$ cat config.mk
export PLATFORM = sky130hd
export DESIGN_NAME = bram_op_sequencer
export DESIGN_NICKNAME = d
export VERILOG_FILES = /design/src/rtl/bram_op_pkg.sv /design/src/rtl/bram_op_sequencer_addr_gen.sv /design/src/rtl/bram_op_sequencer.sv
export SDC_FILE = /design/constraint.sdc
export NUM_CORES = 2
export LEC_CHECK = 0
export CORE_AREA = 8 8 729 731
export CTS_CLUSTER_DIAMETER = 120
export DETAILED_ROUTE_END_ITERATION = 8
export DIE_AREA = 0 0 737 739
export GPL_TIMING_DRIVEN = 0
export MAX_ROUTING_LAYER = met4
export PLACE_DENSITY = 0.3
export SKIP_LAST_GASP = 1
export SYNTH_ARGS = -nofsm -noshare
export SYNTH_HDL_FRONTEND = slang
export SYNTH_SLANG_ARGS = --single-unit
$ cat constraint.sdc
create_clock -name clk -period 22.1 [get_ports clk]
set_input_delay 2.21 -clock clk [delete_from_list [all_inputs] [get_ports clk]]
set_output_delay 2.21 -clock clk [all_outputs]
set_load 0.1 [all_outputs]
$ cat src/rtl/bram_op_pkg.sv
// Shared types and encodings for the BRAM operator sequencer.
package bram_op_pkg;

  typedef enum logic [1:0] {
    ST_IDLE,
    ST_ISSUE,
    ST_DRAIN,
    ST_DONE
  } state_t;

  localparam logic [3:0] OP_CS_ADD  = 4'b0001;
  localparam logic [3:0] OP_CS_SUB  = 4'b0010;
  localparam logic [3:0] OP_CS_MUL  = 4'b0100;
  localparam logic [3:0] OP_CS_COPY = 4'b1000;

  localparam logic [1:0] OP_MODE_ADD = 2'd0;
  localparam logic [1:0] OP_MODE_SUB = 2'd1;
  localparam logic [1:0] OP_MODE_MUL = 2'd2;

  function automatic logic op_cs_legal(input logic [3:0] op_cs);
    case (op_cs)
      OP_CS_ADD, OP_CS_SUB, OP_CS_MUL, OP_CS_COPY: return 1'b1;
      default: return 1'b0;
    endcase
  endfunction

  // Copy never drives the operator, so it shares the add encoding.
  function automatic logic [1:0] op_mode_of(input logic [3:0] op_cs);
    case (op_cs)
      OP_CS_SUB: return OP_MODE_SUB;
      OP_CS_MUL: return OP_MODE_MUL;
      default:   return OP_MODE_ADD;
    endcase
  endfunction

endpackage

$ cat src/rtl/bram_op_sequencer_addr_gen.sv
// Loadable wrap-around address and beat counter; one instance per address stream.
module bram_op_addr_gen
  import bram_op_pkg::*;
#(
  parameter int DEPTH      = 64,
  parameter int ADDR_WIDTH = $clog2(DEPTH)
) (
  input  logic                  clk,
  input  logic                  rst,
  input  logic                  clr,
  input  logic                  load,
  input  logic                  step,
  input  logic [ADDR_WIDTH-1:0] base,
  input  logic [ADDR_WIDTH:0]   len,
  output logic [ADDR_WIDTH-1:0] addr,
  output logic                  at_len,
  output logic                  at_last
);

  localparam logic [ADDR_WIDTH-1:0] LAST_ADDR = ADDR_WIDTH'(DEPTH - 1);

  logic [ADDR_WIDTH:0] cnt;
  logic [ADDR_WIDTH:0] len_q;

  always_ff @(posedge clk or posedge rst) begin
    if (rst) begin
      addr  <= '0;
      cnt   <= '0;
      len_q <= '0;
    end else if (clr) begin
      addr  <= '0;
      cnt   <= '0;
      len_q <= '0;
    end else if (load) begin
      addr  <= base;
      cnt   <= '0;
      len_q <= len;
    end else if (step) begin
      addr <= (addr == LAST_ADDR) ? '0 : addr + 1'b1;
      cnt  <= cnt + 1'b1;
    end
  end

  assign at_len  = (cnt == len_q);
  // at_last lets the owner act on the final beat without waiting a cycle.
  assign at_last = ((cnt + 1'b1) == len_q);

endmodule

$ cat src/rtl/bram_op_sequencer.sv
// Streams word pairs from two BRAMs through an external operator (or copies)
// and writes results back to a selectable BRAM, bounded by a credit window.
module bram_op_sequencer
  import bram_op_pkg::*;
#(
  parameter int DATA_WIDTH      = 256,
  parameter int DEPTH           = 64,
  parameter int ADDR_WIDTH      = $clog2(DEPTH),
  parameter int MAX_OUTSTANDING = 4
) (
  input  logic                  clk,
  input  logic                  rst,
  input  logic                  init_calib_complete,
  input  logic                  start,
  input  logic [3:0]            op_cs,
  input  logic                  dst_sel,
  input  logic [ADDR_WIDTH-1:0] src0_addr,
  input  logic [ADDR_WIDTH-1:0] src1_addr,
  input  logic [ADDR_WIDTH-1:0] dst_addr,
  input  logic [ADDR_WIDTH:0]   len,
  output logic                  busy,
  output logic                  done,
  output logic                  err,
  output logic                  bram0_rd_en,
  output logic                  bram1_rd_en,
  output logic [ADDR_WIDTH-1:0] bram0_rd_addr,
  output logic [ADDR_WIDTH-1:0] bram1_rd_addr,
  input  logic [DATA_WIDTH-1:0] bram0_dout,
  input  logic [DATA_WIDTH-1:0] bram1_dout,
  output logic                  bram0_we,
  output logic                  bram1_we,
  output logic [ADDR_WIDTH-1:0] bram0_wr_addr,
  output logic [ADDR_WIDTH-1:0] bram1_wr_addr,
  output logic [DATA_WIDTH-1:0] bram0_din,
  output logic [DATA_WIDTH-1:0] bram1_din,
  output logic [DATA_WIDTH-1:0] op_a,
  output logic [DATA_WIDTH-1:0] op_b,
  output logic [1:0]            op_mode,
  output logic                  op_in_valid,
  input  logic [DATA_WIDTH-1:0] op_res,
  input  logic                  op_res_valid
);

  localparam int OUT_W = $clog2(MAX_OUTSTANDING + 1);
  localparam logic [OUT_W-1:0] OUT_MAX = OUT_W'(MAX_OUTSTANDING);

  state_t                  state;
  logic                    is_copy;
  logic                    dst_sel_q;
  logic                    err_q;
  logic                    rd_q;
  logic [OUT_W-1:0]        outstanding;

  logic                    load;
  logic                    clr;
  logic                    active;
  logic                    rd_issue;
  logic                    rd_done;
  logic                    rd_last;
  logic                    res_valid;
  logic [DATA_WIDTH-1:0]   res_data;
  logic                    wb_now;
  logic                    wr_done;
  logic                    wr_last;
  logic [ADDR_WIDTH-1:0]   dst_cur;
  logic                    src0_at_len, src0_at_last;
  logic                    src1_at_len, src1_at_last;

  assign clr    = !init_calib_complete;
  assign load   = (state == ST_IDLE) && start;
  assign active = (state == ST_ISSUE) || (state == ST_DRAIN);

  assign rd_done  = src0_at_len && src1_at_len;
  assign rd_last  = src0_at_last && src1_at_last;
  assign rd_issue = (state == ST_ISSUE) && !rd_done && (outstanding < OUT_MAX);

  assign bram0_rd_en = rd_issue;
  assign bram1_rd_en = rd_issue && !is_copy;

  // Copy turns the bram0 read beat itself into the result stream.
  assign res_valid = is_copy ? rd_q : op_res_valid;
  assign res_data  = is_copy ? bram0_dout : op_res;
  assign wb_now    = active && res_valid && !wr_done;

  assign op_a = op_in_valid ? bram0_dout : '0;
  assign op_b = op_in_valid ? bram1_dout : '0;

  bram_op_addr_gen #(.DEPTH(DEPTH), .ADDR_WIDTH(ADDR_WIDTH)) u_src0_gen (
    .clk(clk), .rst(rst), .clr(clr), .load(load), .step(rd_issue),
    .base(src0_addr), .len(len), .addr(bram0_rd_addr),
    .at_len(src0_at_len), .at_last(src0_at_last)
  );

  bram_op_addr_gen #(.DEPTH(DEPTH), .ADDR_WIDTH(ADDR_WIDTH)) u_src1_gen (
    .clk(clk), .rst(rst), .clr(clr), .load(load), .step(rd_issue),
    .base(src1_addr), .len(len), .addr(bram1_rd_addr),
    .at_len(src1_at_len), .at_last(src1_at_last)
  );

  bram_op_addr_gen #(.DEPTH(DEPTH), .ADDR_WIDTH(ADDR_WIDTH)) u_dst_gen (
    .clk(clk), .rst(rst), .clr(clr), .load(load), .step(wb_now),
    .base(dst_addr), .len(len), .addr(dst_cur),
    .at_len(wr_done), .at_last(wr_last)
  );

  // DONE is entered with the last write so the pulse lands one cycle after it.
  always_ff @(posedge clk or posedge rst) begin
    if (rst) begin
      state         <= ST_IDLE;
      is_copy       <= 1'b0;
      dst_sel_q     <= 1'b0;
      err_q         <= 1'b0;
      rd_q          <= 1'b0;
      outstanding   <= '0;
      busy          <= 1'b0;
      done          <= 1'b0;
      err           <= 1'b0;
      op_mode       <= OP_MODE_ADD;
      op_in_valid   <= 1'b0;
      bram0_we      <= 1'b0;
      bram1_we      <= 1'b0;
      bram0_wr_addr <= '0;
      bram1_wr_addr <= '0;
      bram0_din     <= '0;
      bram1_din     <= '0;
    end else if (!init_calib_complete) begin
      state         <= ST_IDLE;
      is_copy       <= 1'b0;
      dst_sel_q     <= 1'b0;
      err_q         <= 1'b0;
      rd_q          <= 1'b0;
      outstanding   <= '0;
      busy          <= 1'b0;
      done          <= 1'b0;
      err           <= 1'b0;
      op_mode       <= OP_MODE_ADD;
      op_in_valid   <= 1'b0;
      bram0_we      <= 1'b0;
      bram1_we      <= 1'b0;
      bram0_wr_addr <= '0;
      bram1_wr_addr <= '0;
      bram0_din     <= '0;
      bram1_din     <= '0;
    end else begin
      done        <= 1'b0;
      err         <= 1'b0;
      rd_q        <= rd_issue;
      op_in_valid <= rd_issue && !is_copy;
      bram0_we    <= wb_now && !dst_sel_q;
      bram1_we    <= wb_now && dst_sel_q;

      if (wb_now && !dst_sel_q) begin
        bram0_din     <= res_data;
        bram0_wr_addr <= dst_cur;
      end
      if (wb_now && dst_sel_q) begin
        bram1_din     <= res_data;
        bram1_wr_addr <= dst_cur;
      end

      case ({rd_issue, wb_now})
        2'b10:   outstanding <= outstanding + 1'b1;
        2'b01:   outstanding <= outstanding - 1'b1;
        default: outstanding <= outstanding;
      endcase

      case (state)
        ST_IDLE: begin
          if (start) begin
            busy      <= 1'b1;
            is_copy   <= (op_cs == OP_CS_COPY);
            dst_sel_q <= dst_sel;
            op_mode   <= op_mode_of(op_cs);
            err_q     <= !op_cs_legal(op_cs);
            if (!op_cs_legal(op_cs) || (len == '0)) begin
              state <= ST_DONE;
            end else begin
              state <= ST_ISSUE;
            end
          end
        end
        ST_ISSUE: begin
          if (rd_issue && rd_last) begin
            state <= ST_DRAIN;
          end
        end
        ST_DRAIN: begin
          if (wb_now && wr_last) begin
            state <= ST_DONE;
          end
        end
        ST_DONE: begin
          state <= ST_IDLE;
          busy  <= 1'b0;
          done  <= 1'b1;
          err   <= err_q;
        end
        default: state <= ST_IDLE;
      endcase
    end
  end

endmodule

==> results.cfg <==
[status]
status = complete, but fails checks
failed_checks = capacitance limit, slew limit

[synthesis]
synth_top_area_share = 0.496
synth-edff-count = 0
async_reset_ff_frac = 1.00
synth_cell_type_count = 51
yosysSeqAreaShare = 0.496
synth_top_cell_by_area = dfrtp_1
syn-num-nets = 3863
ys_ff_latch = 587
synthCells = 3048
yosysMostFrequentCell = dfrtp_1
syn_avg_cell_area_um2 = 9.73
synth-main-ff-cell = dfrtp_1
ys_top_cells_by_area = dfrtp_1 50%, a211oi_1 13%, and2_1 11%
ys_warn_count = 0
syn-cell-area_mm2 = 0.0296
synth_commonest_cells = 587 x dfrtp_1, 573 x nor2_1, 524 x a211oi_1

[setup_path]
timing.rr.start = is_copy
endpoint_kind = primary output
arrival_ns = 4.89
path_class = flip-flop to primary output
crit_path_start_kind = flip-flop
reg2reg_depth = 8
timing.rr.end = bram1_wr_addr[2]
path_max_fanout = 10
reg2reg_slack_ns = 17.36
critPathRequiredTime_ns = 19.89

[sta]
worst_slack_ns = 15.00
rsz0062_at_grt = no
hold_viol_final = 0
setup_viol = 0
post-route-period-util = 0.321
max_freq_mhz = 141
period_minus_slack_ns = 7.10
hold_ws_ns = 0.518
tightest_slew_ns = 1.61
maxSlewHeadroom = -0.102
skew_ns = 0.0842
drv_slew = 9

[hold_path]
worstHoldStart = err_q
min_to = err_q
hold_class = flip-flop to flip-flop
hold_depth = 2

[layout]
multi_input_area_mm2 = 0.0138
fin_area_mm2 = 0.0609
final_core_util = 0.117
final_cell_count_no_fill = 12300
n_fill_cell = 59700
syn2layout_area_growth_pct = 105
layout.nets = 5847
seqCellArea_mm2 = 0.0147
layout-drive-gt1-share = 0.0645

[cts]
cts_root_buffer = clkbuf_16
cts.repair.resized = 0
cts_made_buffers = 95
cts_tree = done
cts_sinks = 587
clk_pin_slew_ns = 0.06
post-cts-setup-buffers = 0
clk-insertion-delay-late_ns = 0.84
htree_levels = 3
cts_hold_buffers = 0
clk_path_buf_depth = 4

[route]
drt_wl_total_um = 451000
first_iter_violations = 2309
avgViaCountPerCell = 2.88
vias = 35300
drcViolationCount = 0
avgRoutedWirePerCell_um = 36.8
ant_nets = 0
drt-pass1-iter-count = 5

[die]
start_util = 0.0571
ios = 1861
coreArea_mm2 = 0.519
fp.dieArea_mm2 = 0.545
rows = 265
chipHeight_um = 739
fp.dieW_um = 737

[grt]
grt-ovfl-total = 0
grt_pass1_wl_um = 541000
antenna_found_initial = 378
grt_max_degree = 112
first_global_vias = 36600
grtUsageTotal = 0.163

[power_and_ir_drop]
ir_drop_uv = 61.7
leakagePower_nw = 20.8
p_per_area_mw_per_mm2 = 120

[placed_design]
hpwl_um = 407000
placed_area_mm2 = 0.0573
place_inst = 11900
place.gp.congestion = 0.968
post-place-ws_ns = 15.20
io_buffers = 1860

[flow_run]
drv_cap = 7
-- stage by stage --
step	total power (W)	setup TNS, ns
2_1_floorplan	0.00418	0
3_3_place_gp	0.00583	-4528.59
3_5_place_dp	0.00583	0
4_1_cts	0.00746	0
5_1_grt	0.00759	0
6_report	0.00731	0
-- worst max-delay path by stage --
stage	startpoint	slack (ns)	endpoint
2_1_floorplan	rst	3.46	bram0_din[0]
3_3_place_gp	rst	-8.15	bram0_din[229]
3_5_place_dp	op_res_valid	15.20	bram1_wr_addr[2]
4_1_cts	op_in_valid	14.51	op_a[98]
5_1_grt	op_in_valid	14.64	op_a[98]
6_report	op_in_valid	15.00	op_a[98]
-- worst max-delay path, cell delays in order, from the launching register on --
cell and delay (ns):
dfrtp_1 0.41, clkbuf_2 0.33, buf_12 0.21, clkbuf_2 0.68, clkbuf_1 0.70, and2_1 0.23
clkdlybuf4s50_1 1.40
-- power breakdown --
group / internal (W) / switching [W]
sequential: 0.00127 / 0.000153
combinational: 0.000891 / 0.00344
clock: 0.000912 / 0.000644
-- layer usage --
| layer | GRT usage | share of wire | vias up |
|---|---|---|---|
| met1 | 0.201 | 0.43 | 17900 |
| met4 | 0.0261 | 0.021 | 0 |
| met3 | 0.0759 | 0.12 | 448 |
| met5 | - | 0 | - |
| li1 | - | - | 14900 |
| met2 | 0.247 | 0.43 | 2109 |
-- layout make-up --
cell class	instances	share of cell area
Antenna cell	208	0.00855
Buffer	285	0.0197
Clock buffer	138	0.0447
Clock inverter	30	0.00604
Inverter	15	0.00105
Multi-Input combinational cell	2161	0.226
Sequential cell	587	0.241
Tap cell	6942	0.143
Timing Repair Buffer	1887	0.310
-- layout by cell type (no fill, tap or decap), drive strengths merged, types with 4 or more instances in the layout --
cell type and count:
ha 11, nand2 72, xor2 16, clkdlybuf4s50 1801, xnor2 28, bufinv 5, clkinv 17, clkbuf 355
a311oi 4, a211oi 524, buf 154, diode 208, nor2 573, and2 515, and3 11, a21oi 32
or3 18, mux2i 265, nor3 11, dfrtp 587, o21ai 18, nand3 23, nand4 5, inv 20
-- kinds of logic after synthesis --
logic type / synth area share
and+or+nand+nor: 0.207
muxes: 0.0899
adders and majority gates: 0.00532
buffers and inverters: 0.0411
DFF: 0.496
AOI/OAI and AO/OA: 0.148
xor gates and xnor gates: 0.0133
-- state kept, by name, summed over array words and instances (netlist names), 6 cells and up --
signal            count
bram0_din           256
bram0_wr_addr         6
bram1_din           256
bram1_wr_addr         6
u_dst_gen.addr        6
u_dst_gen.cnt         7
u_src0_gen.addr       6
u_src0_gen.cnt        7
u_src0_gen.len_q      7
u_src1_gen.addr       6
u_src1_gen.cnt        7
(Power assumes the default switching activity.)
